File: src/rtl/uart_tl_bridge_q.sv
// uart_tl_bridge_q: queues 16-byte host packets from the UART client and presents
// the head entry as TileLink frame fields to GenericSerializer, handshaking on
// edges of the slower tl_clk. Optional head-drop timeout via UART_TL_BRIDGE_TIMEOUT_EN.
`timescale 1ns/1ps
module uart_tl_bridge_q #(
    parameter int unsigned FIFO_DEPTH    = 4,
    parameter int unsigned ADDR_W        = 64,
    parameter logic [7:0]  SRC_ID        = 8'h00,
    parameter int unsigned TIMEOUT_EDGES = 1024
) (
    input  logic                         sysclk,
    input  logic                         reset,
    input  logic                         tl_clk,
    input  logic                         packet_valid,
    output logic                         packet_ready,
    input  logic [127:0]                 packet_data,
    output logic                         tl_ser_in_valid,
    input  logic                         tl_ser_in_ready,
    output logic [2:0]                   tl_in_bits_chanId,
    output logic [2:0]                   tl_in_bits_opcode,
    output logic [2:0]                   tl_in_bits_param,
    output logic [7:0]                   tl_in_bits_size,
    output logic [7:0]                   tl_in_bits_source,
    output logic [ADDR_W-1:0]            tl_in_bits_address,
    output logic [63:0]                  tl_in_bits_data,
    output logic                         tl_in_bits_corrupt,
    output logic [8:0]                   tl_in_bits_union,
    output logic                         tl_in_bits_last,
    output logic [$clog2(FIFO_DEPTH):0]  fifo_level,
    output logic [15:0]                  drop_count,
    output logic                         busy
);

    localparam int unsigned PTR_W = $clog2(FIFO_DEPTH);
    localparam int unsigned LVL_W = PTR_W + 1;

    typedef enum logic [1:0] {ST_IDLE, ST_PRESENT, ST_GAP} state_t;

    state_t            state, state_next;
    logic              tl_s1, tl_s2, tl_s3, rdy_s1, rdy_s2;
    logic              tl_rise, tl_fall;
    logic [127:0]      mem [FIFO_DEPTH];
    logic [PTR_W-1:0]  wr_ptr, rd_ptr;
    logic [LVL_W-1:0]  count, count_next;
    logic [127:0]      frame_q;
    logic              accept, push, drop_in, fifo_empty;
    logic              pop, timeout, to_hit;
    logic [1:0]        drop_inc;
    logic [16:0]       drop_sum;
    logic              unused_frame_bits;

    // Two-flop synchronisers plus one history flop for edge detection
    always_ff @(posedge sysclk) begin
        if (reset) begin
            tl_s1  <= 1'b0;
            tl_s2  <= 1'b0;
            tl_s3  <= 1'b0;
            rdy_s1 <= 1'b0;
            rdy_s2 <= 1'b0;
        end else begin
            tl_s1  <= tl_clk;
            tl_s2  <= tl_s1;
            tl_s3  <= tl_s2;
            rdy_s1 <= tl_ser_in_ready;
            rdy_s2 <= rdy_s1;
        end
    end

    assign tl_rise    = tl_s2 & ~tl_s3;
    assign tl_fall    = ~tl_s2 & tl_s3;
    assign accept     = packet_valid & packet_ready;
    assign push       = accept & (packet_data[2:0] == 3'd0);
    assign drop_in    = accept & (packet_data[2:0] != 3'd0);
    assign fifo_empty = (count == LVL_W'(0));
    assign count_next = count + LVL_W'(push) - LVL_W'(pop);

`ifdef UART_TL_BRIDGE_TIMEOUT_EN
    localparam int unsigned CNT_W = $clog2(TIMEOUT_EDGES + 1);
    logic [CNT_W-1:0] edge_cnt;

    // Counts tl_rise edges seen while a frame waits in PRESENT
    always_ff @(posedge sysclk) begin
        if (reset) begin
            edge_cnt <= '0;
        end else if (pop) begin
            edge_cnt <= '0;
        end else if (state == ST_PRESENT && tl_rise) begin
            edge_cnt <= edge_cnt + CNT_W'(1);
        end
    end

    assign to_hit = (edge_cnt == CNT_W'(TIMEOUT_EDGES - 1));
`else
    logic unused_timeout;
    assign unused_timeout = (TIMEOUT_EDGES != 0);
    assign to_hit         = 1'b0;
`endif

    // Output FSM state register
    always_ff @(posedge sysclk) begin
        if (reset) begin
            state <= ST_IDLE;
        end else begin
            state <= state_next;
        end
    end

    // Output FSM next-state: pop on tl_fall, complete on tl_rise with ready
    always_comb begin
        state_next = state;
        pop        = 1'b0;
        timeout    = 1'b0;
        case (state)
            ST_IDLE: begin
                if (tl_fall && !fifo_empty) begin
                    pop        = 1'b1;
                    state_next = ST_PRESENT;
                end
            end
            ST_PRESENT: begin
                if (tl_rise) begin
                    if (rdy_s2) begin
                        state_next = ST_GAP;
                    end else if (to_hit) begin
                        timeout    = 1'b1;
                        state_next = ST_GAP;
                    end
                end
            end
            ST_GAP: begin
                if (tl_fall) begin
                    if (!fifo_empty) begin
                        pop        = 1'b1;
                        state_next = ST_PRESENT;
                    end else begin
                        state_next = ST_IDLE;
                    end
                end
            end
            default: state_next = ST_IDLE;
        endcase
    end

    // Packet storage
    always_ff @(posedge sysclk) begin
        if (reset) begin
            for (int i = 0; i < FIFO_DEPTH; i++) begin
                mem[i] <= '0;
            end
        end else if (push) begin
            mem[wr_ptr] <= packet_data;
        end
    end

    assign drop_inc = {1'b0, drop_in} + {1'b0, timeout};
    assign drop_sum = 17'(drop_count) + 17'(drop_inc);

    // Pointers, occupancy, output register and status outputs
    always_ff @(posedge sysclk) begin
        if (reset) begin
            wr_ptr          <= '0;
            rd_ptr          <= '0;
            count           <= '0;
            frame_q         <= '0;
            packet_ready    <= 1'b1;
            tl_ser_in_valid <= 1'b0;
            busy            <= 1'b0;
            drop_count      <= '0;
        end else begin
            if (push) begin
                wr_ptr <= wr_ptr + PTR_W'(1);
            end
            if (pop) begin
                frame_q <= mem[rd_ptr];
                rd_ptr  <= rd_ptr + PTR_W'(1);
            end
            count           <= count_next;
            packet_ready    <= (count_next != LVL_W'(FIFO_DEPTH));
            tl_ser_in_valid <= (state_next == ST_PRESENT);
            busy            <= (count_next != LVL_W'(0)) || (state_next != ST_IDLE);
            drop_count      <= drop_sum[16] ? 16'hFFFF : drop_sum[15:0];
        end
    end

    assign fifo_level         = count;
    assign tl_in_bits_chanId  = frame_q[2:0];
    assign tl_in_bits_opcode  = frame_q[10:8];
    assign tl_in_bits_param   = frame_q[14:12];
    assign tl_in_bits_corrupt = frame_q[15];
    assign tl_in_bits_size    = frame_q[23:16];
    assign tl_in_bits_union   = {1'b0, frame_q[31:24]};
    assign tl_in_bits_address = ADDR_W'(frame_q[63:32]);
    assign tl_in_bits_data    = frame_q[127:64];
    assign tl_in_bits_source  = SRC_ID;
    assign tl_in_bits_last    = 1'b1;
    assign unused_frame_bits  = ^{frame_q[7:3], frame_q[11]};

endmodule

File: config.mk
export PLATFORM = sky130hd
export DESIGN_NAME = uart_tl_bridge_q
export DESIGN_NICKNAME = d
export VERILOG_FILES = /design/src/rtl/uart_tl_bridge_q.sv
export SDC_FILE = /design/constraint.sdc
export NUM_CORES = 1
export LEC_CHECK = 0
export ABC_AREA = 1
export ABC_CLOCK_PERIOD_IN_PS = 20000
export BUFFER_PORTS_ARGS = -buffer_cell sky130_fd_sc_hd__buf_2
export CAP_MARGIN = 40
export CORE_MARGIN = 5
export CORE_UTILIZATION = 45
export DETAILED_ROUTE_END_ITERATION = 8
export GPL_TIMING_DRIVEN = 0
export HOLD_SLACK_MARGIN = 0.05
export MAX_ROUTING_LAYER = met4
export SYNTH_ARGS = -nofsm -noshare
export SYNTH_HDL_FRONTEND = slang
export SYNTH_SLANG_ARGS = --single-unit
File: constraint.sdc
create_clock -name sysclk -period 20 [get_ports sysclk]
set_input_delay 1 -clock sysclk [delete_from_list [all_inputs] [get_ports sysclk]]
set_output_delay 1 -clock sysclk [all_outputs]
set_load 0.005 [all_outputs]
* After elaboration in Yosys (flattened, before gate mapping)
Memory sizes are Yosys's and may differ from the RTL's. A register that Yosys moved wholly into a read port is not among the register bits.
Index checks and enable logic that the tools add are counted.
** Storage, ports and cells
- Logic and storage cells :: 59
- Bits of input ports :: 133
- Bits in writable memories :: 512
- Memories kept :: 1
- Flip-flop bits (word level) :: 33
** Memories
- mem :: depth 4, bits a word 128, read ports 1, clocked after memory_dff 1, write ports 4, line 42 : logic [127:0] mem [FIFO_DEPTH];
** Cells by class
- Reduce and logical (&&, ||, !) cells :: 10
- Bitwise operators :: 7
- Equal/unequal tests :: 4
- Add/sub/neg operators :: 5
- Mux-type cells :: 19
** Operator list (count)
- 2-to-1 mux 128 bit :: 1
- OR reduction 128 bit :: 1
- adder 16 x 1 -> 17 bit :: 1
- 2-to-1 mux 16 bit :: 1
- 2-to-1 mux 1 bit :: 10
- 2-to-1 mux 2 bit :: 5
- zero test 3 bit :: 2
- one-hot mux 2 bit (3 select lines) :: 1
- nonzero test 3 bit :: 2
- bitwise AND 1 bit :: 5
- adder 2 x 1 -> 2 bit (second input constant) :: 2
- == test 2 x 1 -> 1 bit (second input constant) :: 2
- adder 3 x 1 -> 3 bit :: 1
- != test 3 bit (second input constant) :: 1
- subtractor 3 x 1 -> 3 bit :: 1
- == test 2 bit (second input constant) :: 1
- zero test 2 bit :: 1
- NOT 1 bit :: 2
- one-hot mux 1 bit (2 select lines) :: 1
- nonzero test 2 bit :: 1
- logical AND 1 bit :: 1
- zero test 1 bit :: 1
- logical OR 1 bit :: 1

* Longest topological paths before layout
- Depth after elaboration :: 8
- Mapped depth :: 14
- Mapped depth without buffers :: 12

* Least setup slack after synthesis
Ideal clock, no wire load.
- Path kind :: in2reg
- Start point :: input port packet_data[1]
- End point :: memory mem[3][0] (enable)
- Arrival :: 10323 ps
- Path slack :: 8894 ps
- Cell stages on the path :: 3
- Setup time :: 783 ps
- Data required time :: 19217 ps
- Cells stage by stage :: nor3_2 nand3_2 o31ai_1
** RTL lines
- from (decl) :: line 16 : input logic [127:0] packet_data,
- to (decl) :: line 42

==> impl_metrics.csv <==
group,metric,value,unit
run_status,status,"complete, no violations",
layout,final_common_cell,"nor2_1",
drt,ant_nets,0,
clock_tree,post_cts_resize_count,0,
timing,clock_skew,0.02953,ns
yosys,synthTopCellsByArea,"edfxtp_1, dfxtp_1, nor2_1",
yosys,synth-seq-cells,643,
drt,firstDrtPassIters,5,
layout,mostFrequentLayoutCells,"nor2_1, edfxtp_1, o21ai_0",
yosys,synth_seq_area_share,65.23,%
timing,fmax,272.5,MHz
layout,final_core_util,54.36,%
hold_path,hold_depth,2,
timing,hold_viol,0,
placement,gp_congestion,0.8381,
worst_setup_path,critPathCaptureType,"register",
worst_setup_path,start_kind,"input pin",
die,die_height,256.0,um
die,ioPinCount,319,
drt,vias,20790,
drt,wirelength,79410,um
clock_tree,clk-insertion-delay-late,0.61,ns
timing,rsz0062_at_grt,"false",
worst_setup_path,worst-r2r-cell-count,14,
hold_path,hold_path.class,"reg -> reg",
clock_tree,clk_pin_slew,0.06,ns
drt,drt_iter0_drc,1668,
worst_setup_path,worstPathArrival,3.93,ns
clock_tree,cts-root-buf,"clkbuf_16",
layout,synthToLayoutAreaGrowth,20.07,%
clock_tree,ctsHoldBuffers,0,
timing,whs,0.4020,ns
job,cap_viol_max_count,0,
placement,port_buffers,269,
die,design.core.area,60130,um2
drt,drc,0,
global_routing,grt_max_degree,52,
clock_tree,cts_setup_buffers,0,
worst_setup_path,path_class,"in -> reg",
power_and_ir_drop,power.density,89.29,nW/um2
die,die-area,65520,um2
die,die_x,256.0,um
worst_setup_path,worstPathMaxFanout,51,
timing,setup_viol,0,
power_and_ir_drop,leakagePower,13.28,nW
die,initial_core_util,45.27,%
timing,fin_crit_sh,18.35,%
yosys,synth.distinct_cells,29,
drt,post_drt_wl_per_cell,20.33,um
timing,slew_viol_final,0,
worst_setup_path,required,20.27,ns
yosys,synth_area_leader_cell,"edfxtp_1",
yosys,syn_area,27220,um2
timing,finalSetupTns,0,ns
clock_tree,clock_sinks,643,
die,core.rowCount,90,
timing,tightestPinTransition,0.9082,ns
timing,relSlewSlack,39.45,%
placement,post-dp-hpwl,53900,um
power_and_ir_drop,total_power,0.002919,W
timing,period_needed,3.669,ns
global_routing,grt_overflow,0,
layout,final_nets,3209,
drt,avgViaCountPerCell,5.322,
layout,nFillCells,5383,
layout,layout-drive-gt1-share,19.92,%
yosys,synth.avg_cell_area,10.28,um2
yosys,yosys_warnings,0,
clock_tree,numCtsBuffers,70,
global_routing,grt_pass1_wl,121000,um
power_and_ir_drop,peakVddDrop,0.05393,mV
yosys,synthCells,2648,
yosys,synth_top_area_share,53.83,%
clock_tree,cts_tree,"built",
global_routing,track_usage,24.32,%
clock_tree,cts.path.max_buffers,3,
clock_tree,htreeDepth,3,
global_routing,grt_pass1_vias,20760,
global_routing,antenna_found_initial,3,
-- path summary, 6_finish.rpt --
kind         slack (ns)               from                  endpoint
max               16.33              reset  mem[0][70]$_SDFFCE_PN0P_
min reg2reg        0.40  rdy_s1$_SDFF_PP0_         rdy_s2$_SDFF_PP0_
min                0.40  rdy_s1$_SDFF_PP0_         rdy_s2$_SDFF_PP0_
max reg2reg       16.47   tl_s3$_SDFF_PP0_           busy$_SDFF_PP0_
-- registers in the layout, indices dropped and copies added, names as in the netlist, 2 cells and up --
signal,flops
drop_count,16
wr_ptr,2
state,2
mem,488
rd_ptr,2
frame_q,122
fifo_level,3
-- cell usage after synthesis --
| master | instances |
|---|---|
| buf_2 | 48 |
| o22ai_1 | 122 |
| inv_1 | 164 |
| clkbuf_1 | 114 |
| a31oi_1 | 1 |
| nand2_1 | 96 |
| ha_1 | 4 |
| nor2_4 | 1 |
| clkbuf_2 | 5 |
| o31ai_1 | 1 |
| fa_1 | 1 |
| nand4_1 | 3 |
| nand3b_1 | 1 |
| nor3_2 | 101 |
| xnor2_1 | 3 |
| edfxtp_1 | 488 |
| a21oi_1 | 11 |
| dfxtp_1 | 155 |
| nor3_1 | 43 |
| o21ai_0 | 378 |
| buf_6 | 10 |
| xor2_1 | 4 |
| inv_2 | 3 |
| buf_1 | 8 |
| nand3_1 | 14 |
| nand3_2 | 2 |
| conb_1 | 2 |
| nor2_1 | 817 |
| buf_4 | 48 |
-- critical path: stages --
cell      delay, ns
clkbuf_1       0.55
inv_1          0.54
buf_2          0.45
clkbuf_1       0.32
buf_6          0.23
nand2_4        0.42
buf_16         0.36
-- metrics by stage --
step / setup WS (ns) / std cells / instance area [um2]
2_1_floorplan: 8.894 / 2700 / 27420
4_1_cts: 16.29 / 3904 / 32670
6_report: 16.33 / 3907 / 32690
3_5_place_dp: 15.66 / 3780 / 30380
5_1_grt: 16.25 / 3906 / 32690
3_3_place_gp: 1.097 / 3751 / 29740
-- routing by layer --
layer | GRT usage (%) | vias up | wire (um)
met4 | 6.957 | 0 | 1976
met2 | 40.03 | 758 | 38750
met3 | 3.561 | 128 | 5506
li1 | - | 9754 | -
met1 | 31.78 | 10150 | 33180
met5 | - | - | 0
-- cells by family after synthesis --
kind of cell    Yosys count  share of synthesized area (%)
fa+ha+maj                 5                         0.2574
simple gates           1078                          17.56
buf+inv                 400                          6.696
compound gates          513                          10.01
xor+xnor                  7                         0.2252
other cells               2                        0.02759
flops                   643                          65.23
-- cell type report --
type | instances | area (um2) | share of cell area, %
Inverter | 167 | 626.9 | 1.918
Multi-Input combinational cell | 1657 | 7883 | 24.11
Timing Repair Buffer | 299 | 1951 | 5.967
Antenna cell | 2 | 5.005 | 0.01531
Clock buffer | 109 | 2111 | 6.457
Tap cell | 782 | 978.4 | 2.993
Sequential cell | 643 | 17760 | 54.32
Clock inverter | 15 | 180.2 | 0.5512
Buffer | 233 | 1196 | 3.659
-- power breakdown --
| group | switching [W] | internal [W] |
|---|---|---|
| Combinational | 0.0000923 | 0.0000451 |
| Clock | 0.000519 | 0.000775 |
| Sequential | 0.0000118 | 0.00148 |
Note: power is estimated with default switching activity, not from simulation.
